===== src/rtl/lsu_ctrl.sv =====
`default_nettype none
// ============================================================================
//  Module   : lsu_ctrl
//  Purpose  : Load/store control unit between the execute stage and data_mem.
//             Accepts one request at a time, forms the effective address,
//             maps RV32I funct3 onto data_mem {MemWr, MemOp}, checks funct3
//             legality, alignment (optional) and range, sequences the access
//             and returns load data or a fault through a valid/ready pair.
//  Revision : 1.0 - initial release
// ----------------------------------------------------------------------------
//  Ports
//    clk, rst                     clock, synchronous active-high reset
//    req_valid / req_ready        request handshake (ready only when idle)
//    req_store, req_funct3        operation select and RV32I funct3
//    req_base, req_imm            rs1 value and signed 12-bit offset
//    req_wdata, req_rd            store data and destination register tag
//    mem_addr/wdata/memop/memwr   data_mem Addr/DataIn/MemOp/MemWr
//    mem_rdata                    data_mem DataOut (already extended)
//    resp_valid / resp_ready      response handshake
//    resp_rdata, resp_rd          load result (0 for stores/faults), tag echo
//    resp_fault, resp_fault_code  00 none, 01 misaligned, 10 range, 11 funct3
//  Configuration
//    LSU_MISALIGN_TRAP_EN  when defined, misaligned halfword/word accesses
//                          fault with code 01; otherwise they pass through.
// ============================================================================
module lsu_ctrl #(
    parameter int DMEM_BYTES = 2048
) (
    input  logic        clk,
    input  logic        rst,
    input  logic        req_valid,
    output logic        req_ready,
    input  logic        req_store,
    input  logic [2:0]  req_funct3,
    input  logic [31:0] req_base,
    input  logic [11:0] req_imm,
    input  logic [31:0] req_wdata,
    input  logic [4:0]  req_rd,
    output logic [11:0] mem_addr,
    output logic [31:0] mem_wdata,
    output logic [2:0]  mem_memop,
    output logic        mem_memwr,
    input  logic [31:0] mem_rdata,
    output logic        resp_valid,
    input  logic        resp_ready,
    output logic [31:0] resp_rdata,
    output logic [4:0]  resp_rd,
    output logic        resp_fault,
    output logic [1:0]  resp_fault_code
);

    typedef enum logic [1:0] {
        S_IDLE    = 2'd0,
        S_ACCESS  = 2'd1,
        S_CAPTURE = 2'd2,
        S_RESP    = 2'd3
    } state_t;

    localparam logic [32:0] c_dmem_bytes = 33'(DMEM_BYTES);
    localparam logic [1:0]  c_code_none  = 2'b00;
    localparam logic [1:0]  c_code_align = 2'b01;
    localparam logic [1:0]  c_code_range = 2'b10;
    localparam logic [1:0]  c_code_func  = 2'b11;

    state_t      r_state;
    state_t      w_state_nxt;

    // Registered outputs and latched request fields
    logic        r_req_ready,   w_req_ready_nxt;
    logic [11:0] r_mem_addr,    w_mem_addr_nxt;
    logic [31:0] r_mem_wdata,   w_mem_wdata_nxt;
    logic [2:0]  r_mem_memop,   w_mem_memop_nxt;
    logic        r_mem_memwr,   w_mem_memwr_nxt;
    logic        r_resp_valid,  w_resp_valid_nxt;
    logic [31:0] r_resp_rdata,  w_resp_rdata_nxt;
    logic [4:0]  r_resp_rd,     w_resp_rd_nxt;
    logic        r_resp_fault,  w_resp_fault_nxt;
    logic [1:0]  r_resp_code,   w_resp_code_nxt;
    logic        r_store,       w_store_nxt;

    // ------------------------------------------------------------------
    // Request decode, evaluated on the raw request inputs in IDLE
    // ------------------------------------------------------------------
    logic [31:0] w_ea;
    logic [1:0]  w_size_m1;
    logic [32:0] w_last;
    logic        w_illegal;
    logic        w_misalign;
    logic        w_range;
    logic [1:0]  w_fault_code;
    logic [2:0]  w_memop;

    // Modulo-2^32 add; the carry out is intentionally dropped.
    assign w_ea = req_base + {{20{req_imm[11]}}, req_imm};

    always_comb begin
        w_size_m1 = 2'd0;
        case (req_funct3[1:0])
            2'b01:   w_size_m1 = 2'd1;
            2'b10:   w_size_m1 = 2'd3;
            default: w_size_m1 = 2'd0;
        endcase
    end

    // Last byte touched, in 33 bits so an access wrapping past 2^32 faults.
    assign w_last  = {1'b0, w_ea} + {31'd0, w_size_m1};
    assign w_range = (w_last >= c_dmem_bytes);

    // Loads: 011, 110, 111 illegal. Stores: anything above 010 illegal.
    assign w_illegal = req_store ? (req_funct3[2] || (req_funct3[1:0] == 2'b11))
                                 : ((req_funct3 == 3'b011) || (req_funct3[2:1] == 2'b11));

`ifdef LSU_MISALIGN_TRAP_EN
    assign w_misalign = ((req_funct3[1:0] == 2'b01) && w_ea[0]) ||
                        ((req_funct3[1:0] == 2'b10) && (w_ea[1:0] != 2'b00));
`else
    assign w_misalign = 1'b0;
`endif

    assign w_fault_code = w_illegal  ? c_code_func  :
                          w_misalign ? c_code_align :
                          w_range    ? c_code_range : c_code_none;

    // Unsigned loads are renumbered onto data_mem's LBU/LHU codes.
    always_comb begin
        w_memop = req_funct3;
        case (req_funct3)
            3'b100:  w_memop = 3'b011;
            3'b101:  w_memop = 3'b100;
            default: w_memop = req_funct3;
        endcase
    end

    // ------------------------------------------------------------------
    // State register
    // ------------------------------------------------------------------
    always_ff @(posedge clk) begin
        if (rst) begin
            r_state <= S_IDLE;
        end else begin
            r_state <= w_state_nxt;
        end
    end

    // ------------------------------------------------------------------
    // Next state and next-cycle output values
    // ------------------------------------------------------------------
    always_comb begin
        w_state_nxt      = r_state;
        w_req_ready_nxt  = 1'b0;
        w_mem_addr_nxt   = 12'd0;
        w_mem_wdata_nxt  = 32'd0;
        w_mem_memop_nxt  = 3'd0;
        w_mem_memwr_nxt  = 1'b0;
        w_resp_valid_nxt = 1'b0;
        w_resp_rdata_nxt = r_resp_rdata;
        w_resp_rd_nxt    = r_resp_rd;
        w_resp_fault_nxt = r_resp_fault;
        w_resp_code_nxt  = r_resp_code;
        w_store_nxt      = r_store;

        case (r_state)
            S_IDLE: begin
                w_req_ready_nxt = 1'b1;
                if (req_valid) begin
                    w_req_ready_nxt  = 1'b0;
                    w_store_nxt      = req_store;
                    w_resp_rd_nxt    = req_rd;
                    w_resp_rdata_nxt = 32'd0;
                    w_resp_fault_nxt = (w_fault_code != c_code_none);
                    w_resp_code_nxt  = w_fault_code;
                    if (w_fault_code != c_code_none) begin
                        w_state_nxt      = S_RESP;
                        w_resp_valid_nxt = 1'b1;
                    end else begin
                        // Memory strobes are loaded here so they are valid
                        // for exactly the one ACCESS cycle.
                        w_state_nxt     = S_ACCESS;
                        w_mem_addr_nxt  = {1'b0, w_ea[10:0]};
                        w_mem_wdata_nxt = req_wdata;
                        w_mem_memop_nxt = w_memop;
                        w_mem_memwr_nxt = req_store;
                    end
                end
            end
            S_ACCESS: begin
                if (r_store) begin
                    w_state_nxt      = S_RESP;
                    w_resp_valid_nxt = 1'b1;
                end else begin
                    w_state_nxt = S_CAPTURE;
                end
            end
            S_CAPTURE: begin
                // data_mem has already extended the value; take it as-is.
                w_state_nxt      = S_RESP;
                w_resp_valid_nxt = 1'b1;
                w_resp_rdata_nxt = mem_rdata;
            end
            S_RESP: begin
                w_resp_valid_nxt = 1'b1;
                if (resp_ready) begin
                    w_state_nxt      = S_IDLE;
                    w_resp_valid_nxt = 1'b0;
                    w_req_ready_nxt  = 1'b1;
                end
            end
            default: begin
                w_state_nxt     = S_IDLE;
                w_req_ready_nxt = 1'b1;
            end
        endcase
    end

    // ------------------------------------------------------------------
    // Output / field registers
    // ------------------------------------------------------------------
    always_ff @(posedge clk) begin
        if (rst) begin
            r_req_ready  <= 1'b1;
            r_mem_addr   <= 12'd0;
            r_mem_wdata  <= 32'd0;
            r_mem_memop  <= 3'd0;
            r_mem_memwr  <= 1'b0;
            r_resp_valid <= 1'b0;
            r_resp_rdata <= 32'd0;
            r_resp_rd    <= 5'd0;
            r_resp_fault <= 1'b0;
            r_resp_code  <= 2'd0;
            r_store      <= 1'b0;
        end else begin
            r_req_ready  <= w_req_ready_nxt;
            r_mem_addr   <= w_mem_addr_nxt;
            r_mem_wdata  <= w_mem_wdata_nxt;
            r_mem_memop  <= w_mem_memop_nxt;
            r_mem_memwr  <= w_mem_memwr_nxt;
            r_resp_valid <= w_resp_valid_nxt;
            r_resp_rdata <= w_resp_rdata_nxt;
            r_resp_rd    <= w_resp_rd_nxt;
            r_resp_fault <= w_resp_fault_nxt;
            r_resp_code  <= w_resp_code_nxt;
            r_store      <= w_store_nxt;
        end
    end

    assign req_ready       = r_req_ready;
    assign mem_addr        = r_mem_addr;
    assign mem_wdata       = r_mem_wdata;
    assign mem_memop       = r_mem_memop;
    assign mem_memwr       = r_mem_memwr;
    assign resp_valid      = r_resp_valid;
    assign resp_rdata      = r_resp_rdata;
    assign resp_rd         = r_resp_rd;
    assign resp_fault      = r_resp_fault;
    assign resp_fault_code = r_resp_code;

endmodule
`default_nettype wire


===== config.mk =====
export PLATFORM = sky130hd
export DESIGN_NAME = lsu_ctrl
export DESIGN_NICKNAME = d
export VERILOG_FILES = /design/src/rtl/lsu_ctrl.sv
export SDC_FILE = /design/constraint.sdc
export NUM_CORES = 1
export LEC_CHECK = 0
export CORE_MARGIN = 8
export CORE_UTILIZATION = 42
export CTS_CLUSTER_DIAMETER = 60
export DETAILED_ROUTE_END_ITERATION = 7
export HOLD_SLACK_MARGIN = 0.05
export PLACE_DENSITY = 0.77
export SYNTH_ARGS = -nofsm -noshare
export SYNTH_HDL_FRONTEND = slang
export SYNTH_SLANG_ARGS = --single-unit

===== constraint.sdc =====
create_clock -name clk -period 4.85 [get_ports clk]
set_clock_uncertainty 0.05 [all_clocks]
set_input_delay 1.455 -clock clk [delete_from_list [all_inputs] [get_ports clk]]
set_output_delay 1.455 -clock clk [all_outputs]
set_load 0.01 [all_outputs]

# After elaboration in Yosys (flattened, before gate mapping)
# Cells that the tools add are included.
# classes
addsub,2
multipliers,0
n_div,0
order_cmp,1
n_eq_ne,12
shifts,0
mux,20
bitwise_logic,2
n_reduce_logical,10
# op_table
cell,n
$pmux 32 s2,1
$add 32x2->33,1
$ge 33x12->1 const B,1
$add 32x32->32,1
$mux 32,1
$eq 2x2->1 const B,5
$mux 2,5
$mux 1,8
$pmux 2 s4,1
$eq 3x3->1 const B,2
$pmux 3 s2,1
$reduce_and 2->1,3
$eq 2x1->1 const B,2
$ne 2x2->1 const B,2
$pmux 1 s4,1
$pmux 2 s2,1
$reduce_bool 2->1,2
$reduce_or 4->1,1
$eq 3x2->1 const B,1
$reduce_or 3->1,1
$logic_not 2->1,1
$logic_or 1x1->1,2
$not 1->1,2
$pmux 1 s2,1
# word_totals
register_bits,93
latch_bits,0
mem_bits_rw,0
rom_bits,0
input_bits,121
output_inout_bits,90
word_cells,60
mem_count,0

# Longest topological paths before layout
# Gate-level depths: netlist (run 1).
# depth
word_depth,10
depth_mapped,15
mapped_depth_nobuf,14

# Least setup slack after synthesis (run 1)
# OpenSTA, ideal clock, no wires.
# synth_path
kind,input to register
from,input req_base[0]
to,register r_state[1]
arrival_time_ns,4.967
t_required_ns,4.678
slack_ns,-0.289
cell_stages,15
n_path_buf,1
cell_sequence,ha_1 > inv_1 > fa_1 > nor2b_1 > o21a_1 > or3_1 > and4bb_1 > or4b_4 > nor4_4 > nor3b_2 > nor3b_2 > o2111ai_1 > mux2_4 > buf_6 > o311a_1
# synth_between
elab_chain_cells,9
# synth_rtl
item,line,source
start: declaration,35,"input logic [31:0] req_base,"
$add 32x32->32,94,"assign w_ea = req_base + {{20{req_imm[11]}}, req_imm};"
$add 32x2->33,106,"assign w_last = {1'b0, w_ea} + {31'd0, w_size_m1};"
$ge 33x12->1,107,assign w_range = (w_last >= c_dmem_bytes);
$mux 2,122,w_range ? c_code_range : c_code_none;
$mux 2,120,assign w_fault_code = w_illegal ? c_code_func :
$reduce_bool 2->1,172,if (w_fault_code != c_code_none) begin
$mux 2,172,
$mux 2,165,if (req_valid) begin
$pmux 2 s4,162,case (r_state)
end signal: assignment,141,r_state <= w_state_nxt;
end: declaration,65,state_t r_state;
# Every way passes these cells. The select of a mux whose other input is x is not followed.
# A chain may end at the register's enable or synchronous reset.

# Final worst setup path (run 1)
# layout_path
from,input req_base[4]
to,register r_mem_addr[6] (netlist: mem_addr[6])
# layout_between
elab_chain_cells,7
# layout_rtl
item,line,source
$add 32x32->32 (*),94,
$add 32x2->33,106,
$ge 33x12->1,107,
$mux 2,122,
$mux 2,120,
$reduce_bool 2->1,172,
$reduce_or 4->1 (no line),--,
end signal: assignment,233,r_mem_addr <= w_mem_addr_nxt;
end: declaration,70,"logic [11:0] r_mem_addr, w_mem_addr_nxt;"
# Mark *: on every way between the ends. The rest lies on a longest branch, timed or not.

==> flow_summary.ini, run 1 <==
[outcome]
outcome = complete, but fails checks
violations = setup timing

[layout]
utilization_pct = 77.1
regArea_sq_um = 1820
fillers = 954
multi_input_area_sq_um = 4760
layout-drive-gt1-share_pct = 34.6
layout.nets = 1273
areaGrowthSynthToFinish_pct = 80.0
antenna_cells = 0
fin_area_sq_um = 11200

[route]
viasPerCell = 5.85
route.detailed.drc = 0
ant_nets = 0
wl_mm = 27.2
wl_per_cell_um = 21.0
num_vias = 7589
drt_iter0_drc = 584
drt-pass1-iter-count = 6

[timing]
fmax_ghz = 0.188
rsz0062_at_grt = yes
finalMaxSlewViolations = 0
finalSetupViolCount = 50
timing.hold.ws_ps = 417
fin_crit_ps = 5330
hold_viol = 0
worstMarginPinSlew_ps = 844
finalWorstSetupSlack_ps = -482
maxSlewHeadroom_pct = 43.3
period_share_pct = 110

[synthesis]
synth_top_family_by_area = simple AND/OR/NAND/NOR gates
synth_area_sq_um = 6220
yosysWarningCount = 0
synth_xor_area_share_pct = 3.48
avgSynthCellArea_sq_um = 8.80
muxShareOfSynthArea_pct = 1.37
synth_compound_area_share_pct = 23.2
ys_types = 78
synthArstFlopShare_pct = 0
synthSimpleGateAreaFrac_pct = 28.9
synth_top_area_share_pct = 29.3
synthAdderAreaFrac_pct = 8.88
yosysTopAreaCell = dfxtp_1
synth-seq-cells = 91
syn_inst = 707
synth_top_cells_by_area = dfxtp_1 29%, nor4b_2 8.4%, ha_1 8.2%
synthesis.nets = 871
ys_seq_area_share_pct = 29.3
synth_edf_count = 0
ys.flop_type = dfxtp_1

[clock_network]
htreeDepth = 3
cts_buffers = 9
clockBufferDepth = 2
clock_sinks = 91
tritoncts = done
clk_latency_ps = 340
clock-root-buffer = clkbuf_16
postCtsHoldBufs = 0
clk_pin_slew_ps = 70

[worst_setup_path]
crit_cells = 30
critPathKind = in2reg
crit_buf_inv = 24
critPathLaunchType = input port
cp_top_family = buffers and inverters
crit_arrival_ps = 5490
reg2reg_to = mem_addr[5]
worstPathRequired_ps = 5010
cp-end-kind = register
slowest_delay_ps = 310
r2r-start = r_state[0]
crit_fanout = 6
ff2ff_setup_slack_ps = 2170
slowest_stage = ha_4
endpoint = mem_addr[6]
startpoint = req_base[4]
rr_worst_depth = 6
cp_common_cell = buf_4

[floorplan]
io_pins = 211
placeableCoreArea_sq_um = 14500
dieWidth_um = 138
rows = 44
die_y_um = 138
initial_utilization_pct = 42.8
dieArea_sq_um = 19000

[global_routing]
track_usage_pct = 26.7
grt_max_degree = 43
antenna_found_initial = 0
grt_overflow = 0
grt_pass1_wl_mm = 40.0
grt_pass1_vias = 7652

[place]
dp_hpwl_mm = 16.5
gp_congestion = 0.930
io_buffers = 209
placed_cell_area_sq_um = 9700

[pwr]
power_density_nw_per_um2 = 291
ir_worst_vdd_uv = 198
p_leak_nw = 4.60
power_mw = 3.26

[hold_path]
hold_class = reg2reg

[run]
maxCapViolCount = 0
[placed cells by master (no fill, tap or decap), drive strengths merged, types with 5 or more instances in the layout]
master,count
xnor2,14
a22oi,35
nor4b,36
o211ai,11
clkdlybuf4s50,182
nor4,21
nand2,53
nor3,10
nor2,74
xor2,8
o21ai,32
or2,5
or3,7
ha,41
a211o,6
inv,21
mux2i,7
a21oi,50
a211oi,9
dlygate4sd2,17
dfxtp,91
clkbuf,12
nand3,15
a21o,17
o21a,8
nand4,15
buf,233
[synth_stat cells, types with 7 or more instances]
master / count
dfxtp_1: 91
a21oi_1: 49
xor2_1: 8
clkbuf_1: 26
buf_2: 12
ha_1: 41
o211ai_1: 11
nand4_1: 14
buf_4: 7
xnor2_1: 14
or3_1: 7
nor4_1: 7
inv_1: 19
nand3_1: 14
nor4_2: 13
o21ai_0: 26
nor2_1: 74
o21a_1: 8
a22oi_1: 35
nor4b_2: 35
nor3_1: 10
mux2i_1: 7
a21o_1: 17
nand2_1: 53
[per-layer routing]
layer	wire length [um]	vias up	track usage, %
li1	-	3473	-
met1	9730	3525	28.4
met2	13800	476	49.5
met3	2360	115	4.63
met4	1290	0	13.7
met5	0	-	0
[worst min-delay path by stage]
stage | startpoint | end | slack [ps] | cells after the start
after floorplan | r_store | r_store | 400 | 2
after global placement | resp_rd[3] | resp_rd[3] | 390 | 2
after detailed placement | resp_rd[3] | resp_rd[3] | 400 | 2
after CTS | resp_rd[3] | resp_rd[3] | 410 | 2
after global routing | resp_rd[1] | resp_rd[1] | 440 | 2
final | resp_rd[1] | resp_rd[1] | 420 | 2
[sequential cells by signal (all words and copies together), names as in the netlist]
name and flops:
r_state 2, mem_memop 3, mem_addr 11, mem_memwr 1, r_store 1, resp_valid 1, mem_wdata 32, req_ready 1
resp_rd 5, resp_fault 1, resp_fault_code 1, resp_rdata 32
[power by group]
group | internal (mW) | total, mW | switching [mW]
logic | 0.767 | 1.59 | 0.826
clock network | 0.471 | 0.789 | 0.319
registers | 0.827 | 0.876 | 0.0495
[layout make-up]
type                    count  share of cell area [%]
clock buffers              10                    2.13
well taps                 184                    2.05
clock inverters             6                   0.837
flip-flops and latches     91                    16.3
inverters                  19                   0.636
multi-input cells         551                    42.5
repair buffers            437                    35.6
[worst min-delay path, stage by stage (launching register included)]
cell     delay [ps]
dfxtp_1         310
nand2_1          50
a21oi_1          60
[cells by family after synthesis]
family	after synthesis
other	1
muxes	8
DFF	91
and+or+nand+nor	268
AOI/OAI and AO/OA	207
adders and majority gates	43
buffers and inverters	66
xor gates and xnor gates	23
[per-stage QoR]
stage / cells / setup slack, ps / TNS [ps]
after floorplan: 707 / -81.8 / -2400
after global placement: 1221 / -896 / -40070
after detailed placement: 1221 / -1060 / -44570
after CTS: 1296 / -136 / -4350
after global routing: 1298 / -618 / -24530
final: 1298 / -482 / -16880
[repair_timing]
item	in CTS	in global routing
cloned	7	0
resized for setup	154	14
buffers inserted	53	4
setup endpoints to repair	50	50
pin swaps	69	14
No activity file was read; power rests on OpenSTA's default activity.
==> run 2, diff against run 1 <==
Settings changed: CORE_UTILIZATION 42 to 46, PLACE_DENSITY 0.77 to 0.8, SKIP_CTS_REPAIR_TIMING set to 1.
Clock period 4.85 ns to 5.75 ns, I/O delays scaled along.
==> flow_summary.ini, run 2 (synthesis results as in run 1) <==
[outcome]
outcome = finished clean

[floorplan]
placeableCoreArea_sq_um = 13200
io_pins = 211
dieArea_sq_um = 17500
rows = 42
initial_utilization_pct = 47.0
die_y_um = 132
dieWidth_um = 132

[pwr]
p_clk_share_pct = 23.4
p_switching_mw = 0.880
pwr-share-comb_pct = 46.7
seqPwrFrac_pct = 29.9
p_leak_nw = 3.91
ir_worst_vdd_uv = 168
internal_power_mw = 1.58
swShare_pct = 35.8
power_density_nw_per_um2 = 246

[worst_setup_path]
crit_arrival_ps = 5880
reg2reg_to = mem_wdata[15]
r2r-start = r_state[0]
worstPathRequired_ps = 5930
worstPathCellList = clkdlybuf4s50_1 -> ha_2 -> o211a_1 -> o21a_1 -> buf_4 -> o211a_1 -> buf_4 -> o211ai_1 -> a21oi_1 -> a31o_2 -> or4_1 -> o31ai_2 -> a2bb2oi_2 -> nand3_2 -> buf_8 -> buf_12 -> nor4b_2
critPathLaunchType = input port
ff2ff_setup_slack_ps = 2970
startpoint = req_base[3]
critPathKind = in2reg
slowest_stage = or4_1
rr_worst_depth = 6
slowest_delay_ps = 560
cp-end-kind = register
crit_fanout = 7

[clock_network]
clockBufferDepth = 2
clock-root-buffer = clkbuf_16
clk_latency_ps = 330
cts_buffers = 9
clock_sinks = 91
tritoncts = done
clk_pin_slew_ps = 60
htreeDepth = 3

[timing]
fmax_ghz = 0.175
finalSetupViolCount = 0
period_share_pct = 99.2
fin_crit_ps = 5700
maxSlewHeadroom_pct = 33.7
finalMaxSlewViolations = 0
worstMarginPinSlew_ps = 991
hold_viol = 0
timing.hold.ws_ps = 408

[layout]
instances_no_fill = 1194
layout-drive-gt1-share_pct = 25.3
fillers = 956
final_common_cell = clkdlybuf4s50_1
areaGrowthSynthToFinish_pct = 60.5
layout.nets = 1176
final_cell_mix = 205 x clkdlybuf4s50_1, 122 x buf_4, 91 x dfxtp_1

[hold_path]
whs_path_depth = 2
hold_class = reg2reg
hold_end = resp_rd[2]
holdCritStartpoint = resp_rd[2]

[place]
placed_cells = 1169
gp_congestion = 0.874
dp_hpwl_mm = 16.2
io_buffers = 209

[route]
drt_iter0_drc = 347
wl_per_cell_um = 18.1
wl_mm = 21.6
viasPerCell = 5.63
ant_nets = 0
drt-pass1-iter-count = 7
route.detailed.drc = 0
num_vias = 6720

[global_routing]
grt_overflow = 0
grt_pass1_wl_mm = 32.7
antenna_found_initial = 0
track_usage_pct = 22.3
grt_max_degree = 44
grt_pass1_vias = 6510

[run]
maxCapViolCount = 0
-- run 2: cell types whose count changed in the layout (fill, tap and decap cells not counted), moves of 7 or more --
cell	before	now
ha_4	15	7
nor4_4	9	1
o21ai_1	7	14
dlygate4sd2_1	17	0
nor4_2	8	16
buf_4	203	122
clkdlybuf4s50_1	182	205
nor4b_4	11	2
nor4b_2	25	34
buf_6	15	2
-- run 2: layer usage --
layer	part of all wire [%]	GRT usage (%)
met1	42	26.8
met2	50	39.1
met3	5.3	3.89
met4	2.8	7.13
met5	0	0
-- run 2: worst max-delay path: cells and delay by family --
kind / cells / cell delay [ps]
simple gates: 3 / 990
compound gates: 8 / 1790
fa+ha+maj: 1 / 280
buf+inv: 5 / 1090
-- run 2: worst max-delay path by stage --
stage	end	cells after the start	slack, ps
2_1_floorplan	r_state[1]	15	340
3_3_place_gp	mem_wdata[13]	17	-270
3_5_place_dp	mem_wdata[9]	16	-470
4_1_cts	mem_wdata[21]	17	-140
5_1_grt	mem_wdata[15]	18	-130
6_report	mem_wdata[15]	17	50
-- run 2: area by class of cell --
type | count | area, sq um | area share (%)
flip-flops and latches | 91 | 1820 | 18.2
inverters | 19 | 71.3 | 0.714
clock inverters | 6 | 63.8 | 0.639
diodes | 1 | 2.50 | 0.0250
clock buffers | 10 | 229 | 2.29
repair buffers | 341 | 3200 | 32.0
well taps | 176 | 220 | 2.20
multi-input cells | 550 | 4390 | 43.9
-- run 2: stage by stage --
| stage | area [sq um] | utilization [%] | setup WS, ps | TNS, ps | total power [mW] |
|---|---|---|---|---|---|
| 3_3_place_gp | 9310 | 70.3 | -272 | -12100 | 1.81 |
| 5_1_grt | 9990 | 75.4 | -126 | -1490 | 2.60 |
| 3_5_place_dp | 9310 | 70.3 | -472 | -21230 | 1.83 |
| 6_report | 9990 | 75.5 | 46.4 | 0 | 2.46 |
| 4_1_cts | 9600 | 72.5 | -143 | -3800 | 2.41 |
| 2_1_floorplan | 6220 | - | 341 | 0 | 1.36 |
-- run 2: power groups by stage --
| stage | Clock [mW] | Sequential (mW) | Combinational (mW) |
|---|---|---|---|
| floorplan | 0 | 0.772 | 0.585 |
| global route | 0.612 | 0.743 | 1.25 |
| detailed placement | 0 | 0.749 | 1.08 |
| finish | 0.575 | 0.736 | 1.15 |
| global placement | 0 | 0.746 | 1.06 |
| CTS | 0.584 | 0.736 | 1.09 |
